## config.mk

```make
export PLATFORM = sky130hd
export DESIGN_NAME = m_axis_rc_adapt_gen
export DESIGN_NICKNAME = d
export VERILOG_FILES = /design/src/rtl/m_axis_rc_adapt_gen_pkg.sv /design/src/rtl/m_axis_rc_adapt_gen_if.sv /design/src/rtl/m_axis_rc_adapt_gen_skid.sv /design/src/rtl/m_axis_rc_adapt_gen.sv
export SDC_FILE = /design/constraint.sdc
export NUM_CORES = 1
export LEC_CHECK = 0
export ABC_AREA = 1
export CORE_AREA = 2 2 263 265
export DETAILED_ROUTE_END_ITERATION = 8
export DIE_AREA = 0 0 265 267
export SLEW_MARGIN = 20
export SYNTH_ARGS = -nofsm -noshare
export SYNTH_HDL_FRONTEND = slang
export SYNTH_SLANG_ARGS = --single-unit
```

## constraint.sdc

```tcl
create_clock -name user_clk -period 41.1 [get_ports user_clk]
set_input_delay 8.22 -clock user_clk [delete_from_list [all_inputs] [get_ports user_clk]]
set_output_delay 8.22 -clock user_clk [all_outputs]
set_load 0.005 [all_outputs]
```

## src/rtl/m_axis_rc_adapt_gen_pkg.sv

```systemverilog
// Shared definitions for the RC completion adapter: descriptor field map,
// completion fmt/type codes and small helper functions.
package pcie_rc_pkg;

  localparam int LOWADDR_LSB = 0;
  localparam int BYTECNT_LSB = 16;
  localparam int LOCKED_BIT  = 29;
  localparam int DWLEN_LSB   = 32;
  localparam int STATUS_LSB  = 43;
  localparam int POISON_BIT  = 46;
  localparam int REQID_LSB   = 48;
  localparam int TAG_LSB     = 64;
  localparam int CPLID_LSB   = 72;
  localparam int TC_LSB      = 89;
  localparam int ATTR_LSB    = 92;
  localparam int DW3_LSB     = 96;

  localparam logic [7:0] FT_CPL      = 8'b010_01010;
  localparam logic [7:0] FT_CPL_ND   = 8'b000_01010;
  localparam logic [7:0] FT_CPLLK    = 8'b010_01011;
  localparam logic [7:0] FT_CPLLK_ND = 8'b000_01011;

  localparam int KEEP_MAX = 16;

  typedef struct packed {
    logic [31:0] dw3;
    logic [1:0]  attr;
    logic [2:0]  tc;
    logic [15:0] cpl_id;
    logic [7:0]  tag;
    logic [15:0] req_id;
    logic        poison;
    logic [2:0]  status;
    logic [9:0]  dwlen;
    logic        locked;
    logic [11:0] bytecnt;
    logic [6:0]  lowaddr;
  } rc_desc_t;

  function automatic int disc_bit_for(input int dw);
    return (dw == 512) ? 96 : 42;
  endfunction

  function automatic int user_width_for(input int dw);
    return (dw == 512) ? 161 : 75;
  endfunction

  function automatic logic [4*KEEP_MAX-1:0] keep_expand(input logic [KEEP_MAX-1:0] k);
    logic [4*KEEP_MAX-1:0] r;
    r = '0;
    for (int i = 0; i < KEEP_MAX; i++) begin
      r[4*i +: 4] = {4{k[i]}};
    end
    return r;
  endfunction

  function automatic rc_desc_t desc_decode(input logic [127:0] d);
    rc_desc_t f;
    f.lowaddr = d[LOWADDR_LSB +: 7];
    f.bytecnt = d[BYTECNT_LSB +: 12];
    f.locked  = d[LOCKED_BIT];
    f.dwlen   = d[DWLEN_LSB +: 10];
    f.status  = d[STATUS_LSB +: 3];
    f.poison  = d[POISON_BIT];
    f.req_id  = d[REQID_LSB +: 16];
    f.tag     = d[TAG_LSB +: 8];
    f.cpl_id  = d[CPLID_LSB +: 16];
    f.tc      = d[TC_LSB +: 3];
    f.attr    = d[ATTR_LSB +: 2];
    f.dw3     = d[DW3_LSB +: 32];
    return f;
  endfunction

  // Returns {hdr1, hdr0} of the legacy 3-DW completion header.
  function automatic logic [127:0] hdr_build(input rc_desc_t f);
    logic [7:0]  ft;
    logic [63:0] hdr0;
    logic [63:0] hdr1;
    if (f.locked) begin
      ft = (f.bytecnt == 12'd0) ? FT_CPLLK_ND : FT_CPLLK;
    end else begin
      ft = (f.bytecnt == 12'd0) ? FT_CPL_ND : FT_CPL;
    end
    hdr0 = {f.cpl_id, f.status, 1'b0, f.bytecnt, ft, 1'b0, f.tc, 4'b0000,
            1'b0, f.poison, f.attr, 2'b00, f.dwlen};
    hdr1 = {f.dw3, f.req_id, f.tag, 1'b0, f.lowaddr};
    return {hdr1, hdr0};
  endfunction

endpackage

```

## src/rtl/m_axis_rc_adapt_gen_if.sv

```systemverilog
// AXI-stream style bundle used for the completion path and its skid buffer.
interface rc_stream_if #(
  parameter int DW = 256,
  parameter int KW = 32,
  parameter int UW = 2
) ();
  logic [DW-1:0] tdata;
  logic [KW-1:0] tkeep;
  logic          tlast;
  logic [UW-1:0] tuser;
  logic          tvalid;
  logic          tready;

  modport master (output tdata, tkeep, tlast, tuser, tvalid, input tready);
  modport slave  (input tdata, tkeep, tlast, tuser, tvalid, output tready);
endinterface

```

## src/rtl/m_axis_rc_adapt_gen_skid.sv

```systemverilog
// Two-entry skid buffer (output register + skid register) with a registered
// ready, so both directions of the stream are cut by flops.
module axis_skid_buffer #(
  parameter int DW = 256,
  parameter int KW = 32,
  parameter int UW = 2
) (
  input logic           clk,
  input logic           srst,
  rc_stream_if.slave    s,
  rc_stream_if.master   m
);
  localparam int PW = DW + KW + 1 + UW;

  logic [PW-1:0] in_pl;
  logic [PW-1:0] out_pl_q, out_pl_d;
  logic [PW-1:0] skid_pl_q, skid_pl_d;
  logic          out_valid_q, out_valid_d;
  logic          skid_valid_q, skid_valid_d;
  logic          ready_q, ready_d;
  logic          in_xfer;

  assign in_pl    = {s.tdata, s.tkeep, s.tlast, s.tuser};
  assign in_xfer  = s.tvalid & ready_q;
  assign s.tready = ready_q;
  assign m.tvalid = out_valid_q;
  assign {m.tdata, m.tkeep, m.tlast, m.tuser} = out_pl_q;

  always_comb begin
    out_pl_d     = out_pl_q;
    out_valid_d  = out_valid_q;
    skid_pl_d    = skid_pl_q;
    skid_valid_d = skid_valid_q;
    if (!out_valid_q || m.tready) begin
      // Output register drains this cycle; refill from skid first to keep order.
      if (skid_valid_q) begin
        out_pl_d     = skid_pl_q;
        out_valid_d  = 1'b1;
        skid_valid_d = 1'b0;
      end else begin
        out_valid_d = in_xfer;
        if (in_xfer) begin
          out_pl_d = in_pl;
        end
      end
    end else if (in_xfer) begin
      skid_pl_d    = in_pl;
      skid_valid_d = 1'b1;
    end
    ready_d = !skid_valid_d;
  end

  always_ff @(posedge clk) begin
    out_pl_q  <= out_pl_d;
    skid_pl_q <= skid_pl_d;
    if (srst) begin
      out_valid_q  <= 1'b0;
      skid_valid_q <= 1'b0;
      ready_q      <= 1'b0;
    end else begin
      out_valid_q  <= out_valid_d;
      skid_valid_q <= skid_valid_d;
      ready_q      <= ready_d;
    end
  end

endmodule

```

## src/rtl/m_axis_rc_adapt_gen.sv

```systemverilog
// RC completion adapter: rewrites hard-IP RC descriptors into legacy 3-DW
// completion headers, adds error sideband and saturating statistics.
module m_axis_rc_adapt_gen
  import pcie_rc_pkg::*;
#(
  parameter int DATA_WIDTH    = 256,
  parameter int KEEP_WIDTH    = DATA_WIDTH / 32,
  parameter int USER_WIDTH_IN = user_width_for(DATA_WIDTH),
  parameter int DISC_BIT      = disc_bit_for(DATA_WIDTH),
  parameter int CNT_WIDTH     = 16
) (
  input  logic                     user_clk,
  input  logic                     user_reset,
  input  logic [DATA_WIDTH-1:0]    s_axis_rc_tdata,
  input  logic [KEEP_WIDTH-1:0]    s_axis_rc_tkeep,
  input  logic                     s_axis_rc_tlast,
  input  logic [USER_WIDTH_IN-1:0] s_axis_rc_tuser,
  input  logic                     s_axis_rc_tvalid,
  output logic                     s_axis_rc_tready,
  output logic [DATA_WIDTH-1:0]    m_axis_rc_tdata,
  output logic [DATA_WIDTH/8-1:0]  m_axis_rc_tkeep,
  output logic                     m_axis_rc_tlast,
  output logic [1:0]               m_axis_rc_tuser,
  output logic                     m_axis_rc_tvalid,
  input  logic                     m_axis_rc_tready,
  output logic [CNT_WIDTH-1:0]     cpl_count,
  output logic [CNT_WIDTH-1:0]     poison_count
);
  localparam int BYTE_W = DATA_WIDTH / 8;

  rc_stream_if #(.DW(DATA_WIDTH), .KW(BYTE_W), .UW(2)) skid_in ();
  rc_stream_if #(.DW(DATA_WIDTH), .KW(BYTE_W), .UW(2)) skid_out ();

  logic                  in_pkt_q, in_pkt_d;
  logic                  poison_lat_q, poison_lat_d;
  logic [CNT_WIDTH-1:0]  cpl_count_q, cpl_count_d;
  logic [CNT_WIDTH-1:0]  poison_count_q, poison_count_d;
  rc_desc_t              desc;
  logic [127:0]          hdr;
  logic [4*KEEP_MAX-1:0] keep_full;
  logic                  sop;
  logic                  in_xfer;
  logic                  out_xfer;
  logic                  err_fwd;
  logic                  unused_bits;

  assign sop       = !in_pkt_q;
  assign in_xfer   = s_axis_rc_tvalid & skid_in.tready;
  assign out_xfer  = skid_out.tvalid & m_axis_rc_tready;
  assign desc      = desc_decode(s_axis_rc_tdata[127:0]);
  assign hdr       = hdr_build(desc);
  assign keep_full = keep_expand(KEEP_MAX'(s_axis_rc_tkeep));
  // Poison is only carried in the SOP descriptor; later beats reuse the latched copy.
  assign err_fwd   = sop ? desc.poison : poison_lat_q;

  assign unused_bits = ^{s_axis_rc_tuser, keep_full};

  always_comb begin
    skid_in.tvalid = s_axis_rc_tvalid;
    skid_in.tlast  = s_axis_rc_tlast;
    skid_in.tuser  = {s_axis_rc_tuser[DISC_BIT], err_fwd};
    skid_in.tdata  = s_axis_rc_tdata;
    skid_in.tkeep  = keep_full[BYTE_W-1:0];
    if (sop) begin
      skid_in.tdata[127:0] = hdr;
      skid_in.tkeep[11:0]  = '1;
    end
  end

  assign s_axis_rc_tready = skid_in.tready;

  axis_skid_buffer #(.DW(DATA_WIDTH), .KW(BYTE_W), .UW(2)) u_skid (
    .clk  (user_clk),
    .srst (user_reset),
    .s    (skid_in),
    .m    (skid_out)
  );

  assign skid_out.tready  = m_axis_rc_tready;
  assign m_axis_rc_tdata  = skid_out.tdata;
  assign m_axis_rc_tkeep  = skid_out.tkeep;
  assign m_axis_rc_tlast  = skid_out.tlast;
  assign m_axis_rc_tuser  = skid_out.tuser;
  assign m_axis_rc_tvalid = skid_out.tvalid;

  always_comb begin
    in_pkt_d       = in_pkt_q;
    poison_lat_d   = poison_lat_q;
    cpl_count_d    = cpl_count_q;
    poison_count_d = poison_count_q;
    if (in_xfer) begin
      in_pkt_d = !s_axis_rc_tlast;
      if (sop) begin
        poison_lat_d = desc.poison;
      end
    end
    if (out_xfer && skid_out.tlast) begin
      if (cpl_count_q != '1) begin
        cpl_count_d = cpl_count_q + CNT_WIDTH'(1);
      end
      if (skid_out.tuser[0] && poison_count_q != '1) begin
        poison_count_d = poison_count_q + CNT_WIDTH'(1);
      end
    end
  end

  always_ff @(posedge user_clk) begin
    if (user_reset) begin
      in_pkt_q       <= 1'b0;
      poison_lat_q   <= 1'b0;
      cpl_count_q    <= '0;
      poison_count_q <= '0;
    end else begin
      in_pkt_q       <= in_pkt_d;
      poison_lat_q   <= poison_lat_d;
      cpl_count_q    <= cpl_count_d;
      poison_count_q <= poison_count_d;
    end
  end

  assign cpl_count    = cpl_count_q;
  assign poison_count = poison_count_q;

endmodule
```

Word-level counts from Yosys, hierarchy flattened
Cells that the tools add are included.
Cells by class
  shift-type cells: 0
  $add $sub $neg: 2
  equality and inequality tests: 2
  muxes and demuxes: 11
  bitwise logic cells: 3
  $lt $le $gt $ge: 0
  multiply operators: 0
  div/mod/pow operators: 0
  reductions and logical operators: 12
Operator list (number)
  2-to-1 mux 291 bit: 2
  2-to-1 mux 96 bit: 1
  adder 16 x 1 -> 16 bit (second input constant): 2
  inequality test 16 bit (second input constant): 2
  2-to-1 mux 7 bit: 3
  logical NOT 12 bit: 1
  2-to-1 mux 12 bit: 1
  AND reduction 2 bit: 4
  2-to-1 mux 1 bit: 4
  logical NOT 1 bit: 3
  AND 1 bit: 2
  logical AND 1 bit: 2
  nonzero test 2 bit: 1
  logical OR 1 bit: 1
  NOT 1 bit: 1
Storage, ports and cells
  memories kept: 0
  memory bits (read-only): 0
  input port bits: 344
  word-level logic and storage cells: 39
  RAM bits: 0
  output and inout port bits: 325
  latch bits: 0
  register bits after elaboration: 619

Longest topological paths before layout
  depth in word-level cells: 6
  depth in mapped cells: 11
  depth with buffers taken out: 10

Cells and area by module
From an unflattened synthesis, not the netlist that was laid out.
Unflattened totals
  cells, all modules: 2129
  area, all modules: 24308.3 um2
Modules (own cells, without submodules)
  axis_skid_buffer: area an instance 21186.6 um2, instances 1, cells an instance 1536, sequential area each 17536.8 um2
  m_axis_rc_adapt_gen: area an instance 3121.7 um2, instances 1, cells an instance 593, sequential area each 680.7 um2

Worst setup path after synthesis
No wires, ideal clock.
  path kind: input to register
  from: in m_axis_rc_tready
  to: reg u_skid.skid_pl_q[0] (enable)
  stages on the path: 3
  data required time: 40201 ps
  arrival: 19516 ps
  path buffers: 0
  setup time: 899 ps
  path slack: 20685 ps
  path through: nor2_1 > inv_1 > nor2_1
On the way
  word-level cells in the longest chain between the ends: 3
Ends and longest elaborated chain
  start, declared: line m_axis_rc_adapt_gen.sv:25  | input logic m_axis_rc_tready,
  logical OR 1 bit: line m_axis_rc_adapt_gen_skid.sv:34  | if (!out_valid_q || m.tready) begin
  NOT 1 bit (no line)
  AND reduction 2 bit (no line)
  end signal, assigned: line m_axis_rc_adapt_gen_skid.sv:55  | skid_pl_q <= skid_pl_d;
  end, declared: line m_axis_rc_adapt_gen_skid.sv:17  | logic [PW-1:0] skid_pl_q, skid_pl_d;
No other way between the ends.
A chain may end at the register's enable or synchronous reset.

Worst setup path after layout
  from: in s_axis_rc_tvalid
  to: reg u_skid.out_pl_q[249] (enable)
On the way
  word-level cells in the longest chain between the ends: 3
Ends and longest elaborated chain
  start, declared: line m_axis_rc_adapt_gen.sv:18  | input logic s_axis_rc_tvalid,
  AND 1 bit: line m_axis_rc_adapt_gen_skid.sv:24  | assign in_xfer = s.tvalid & ready_q;
  nonzero test 2 bit (no line)
  AND reduction 2 bit (no line)
  end signal, assigned: line m_axis_rc_adapt_gen_skid.sv:54  | out_pl_q <= out_pl_d;
  end, declared: line m_axis_rc_adapt_gen_skid.sv:16  | logic [PW-1:0] out_pl_q, out_pl_d;
No other way between the ends.

==> results by group <==
Route
  – Total number of vias: 16.0k
  – Post-route ant nets: 0
  – Routed WL: 64.0 mm
  – Vias per Instance: about 4.6
  – Drt wl/cell: 18.4 microns
  – TritonRoute pass-1 iters: 6
  – # DRC: 0
  – DR iter-0 viols: roughly 1.2k

Worst hold path
  – Tightest Hold Check Type: reg2reg

Layout
  – Nets: roughly 2.9k
  – Final non-filler cell area: 31400 sq um
  – Post-layout util: between 40% and 50%
  – Share of layout cells above drive strength 1: approximately 5.4%
  – Area grow syn2layout: 38.6%

Yosys
  – Syn_nets: 2331
  – Synthesized cell area: 22600 sq um
  – Ys Warns: 0
  – #FFs+latches synth: 571
  – Syn_area_per_cell: 11.4 sq um
  – Sequential fraction of the synthesis area: 74.1%
  – Cell variety after synth: 29
  – Syn Inst Count: 1985

STA
  – Clock skew: 0.0236 ns
  – Min Tclk post-route: 10.59 ns
  – Final period util: 25.8%
  – Setup_tns: 0 ns
  – Count of final setup violators: 0
  – Fin. Hold Viols: 0
  – Fmax: 94.5 MHz
  – Max-slew headroom: 27.7%
  – RSZ-0062 raised after global routing: no
  – Slew @ Worst Pin: 1.08 ns
  – Slew Viols, Final: 0

Worst setup path
  – CP endpoint kind: flop
  – Crit start category: input port
  – CP required: 41.32 ns
  – Setup CP Type: in2reg
  – Worst EP arrival: 10.81 ns
  – Crit Path Max Fanout: roughly 120

Flow run
  – Max Cap Violations: 0

Placement
  – DP Area: 29300 sq um
  – Detailed placer's ending HPWL: 42.8 mm
  – Port Buf Inserts: approximately 590
  – Final Wtd Congestion: roughly 0.83

Pwr
  – Pleak: roughly 12 nW
  – Pwr Density: 42.9 nW/um^2
  – Max IR drop VDD: 0.0000336 V

Floorplanning
  – Starting Density: 33.3%
  – I/O pin total: 669
  – Die span in y: 267 microns
  – Core area: ~68000 sq um
  – FP Rows: 96
  – Total die area: roughly 71000 sq um
  – Die width: 265 microns

Global routing
  – Global-route wire length before repair: 94.0 mm
  – Grt ovf: 0
  – Antenna violations before repair: 10
  – Vias in the first global route: 15.6k
  – GR Util All Layers: 17.4%
  – Largest net degree at the start of global routing: between 150 and 200

Clocking
  – CTS clk-pin slew, worst paths: 0.06 ns
  – Clk Tree Root Cell: clkbuf_16
  – CTS Sinks: about 570
  – Cts hold-fix bufs: 0
  – H-tree levels: 2
  – TritonCTS clock tree: built
  – Post-CTS Resized: 0
  – Setup Fix Bufs, Post-CTS: 0
  – Clock Tree Buf Depth: 3
  – Clk_lat worst skew: 0.62 ns
  – Num CTS Buffers: between 60 and 70

Run status
  – Status: complete, no violations
==> flip-flops by register name, summed over array words and instances (netlist names) <==
| signal | count |
|---|---|
| u_skid.out_pl_q | 267 |
| u_skid.skid_pl_q | 267 |
| cpl_count | 16 |
| poison_count | 16 |
| in_pkt_q | 1 |
| poison_lat_q | 1 |
| u_skid.m.tvalid | 1 |
| u_skid.s.tready | 1 |
| u_skid.skid_valid_q | 1 |
==> synthesized netlist by cell type, drive strengths merged <==
master | number | area (sq um)
a21boi | 1 | 7.51
a21oi | 23 | 115
a31oi | 27 | 169
buf | 67 | 399
clkbuf | 43 | 161
dfxtp | 37 | 741
edfxtp | 534 | 16000
ha | 2 | 25.0
inv | 86 | 323
nand2 | 926 | 3500
nand3 | 30 | 170
nand3b | 1 | 7.51
nand4 | 7 | 58.8
nor2 | 116 | 483
nor3 | 5 | 30.0
o21ai | 75 | 375
or2 | 4 | 25.0
xor2 | 1 | 8.76
==> worst max-delay path, stage by stage <==
cell             delay (ns)
clkdlybuf4s50_1        0.47
nand2_1                0.19
nand2_1                0.18
nand2_1                0.17
inv_8                  0.62
buf_4                  0.84
==> stage by stage <==
step | instances | worst slack, ns | hold WS, ns | total power [mW]
floorplan | 1985 | 20.69 | 0.454 | 0.714
CTS | 3479 | 30.22 | 0.510 | 1.36
global placement | 3363 | 29.63 | 0.482 | 0.781
finish | 3484 | 30.51 | 0.501 | 1.35
global route | 3482 | 30.24 | 0.527 | 1.39
detailed placement | 3363 | 29.56 | 0.488 | 0.783
==> power by group <==
part	internal (mW)	switching (mW)
combinational	0.0559	0.0495
clock	0.350	0.227
sequential	0.659	0.00594
total	1.06	0.282
==> placed cells by master (no fill, tap or decap), types with 10 or more instances in the layout <==
master	count
clkbuf_1	14
nand3_1	26
nand2_1	917
clkdlybuf4s50_1	594
clkinv_1	12
a21oi_1	23
dfxtp_1	35
a31oi_1	27
clkbuf_16	63
o21ai_0	72
bufinv_16	10
nor2_1	106
inv_1	80
edfxtp_1	534
buf_4	10
==> routing by layer <==
layer  vias up  GRT usage (%)  share of wire, %
li1       7741              -                 -
met1      7577           21.3                41
met2       584           28.7                47
met3       101           6.17               9.5
met4         8           5.44               2.5
met5         -              0             0.080
==> logic make-up after synthesis <==
kind of cell	after synthesis	synth area share, %
AO/OA/AOI/OAI	126	2.95
XOR/XNOR	1	0.0387
adder cells (fa/ha/maj)	2	0.111
buffers and inverters	196	3.90
flip-flops	571	74.1
AND/OR/NAND/NOR	1089	18.9
==> worst paths after layout <==
kind                       start  slack, ns  cells past startpoint                   end
max             s_axis_rc_tvalid      30.51                      6  u_skid.out_pl_q[249]
min                 poison_lat_q       0.50                      2          poison_lat_q
max reg2reg  u_skid.skid_valid_q      37.83                      4  u_skid.out_pl_q[130]
min reg2reg         poison_lat_q       0.50                      2          poison_lat_q
==> cell type report <==
class	count	area, sq um
Antenna cell	5	12.5
Clock buffer	81	1680
Clock inverter	35	424
Fill cell	6134	36600
Inverter	86	338
Multi-Input combinational cell	1218	4980
Sequential cell	571	16800
Tap cell	882	1100
Timing Repair Buffer	606	6050
No activity file was read; power rests on OpenSTA's default activity.
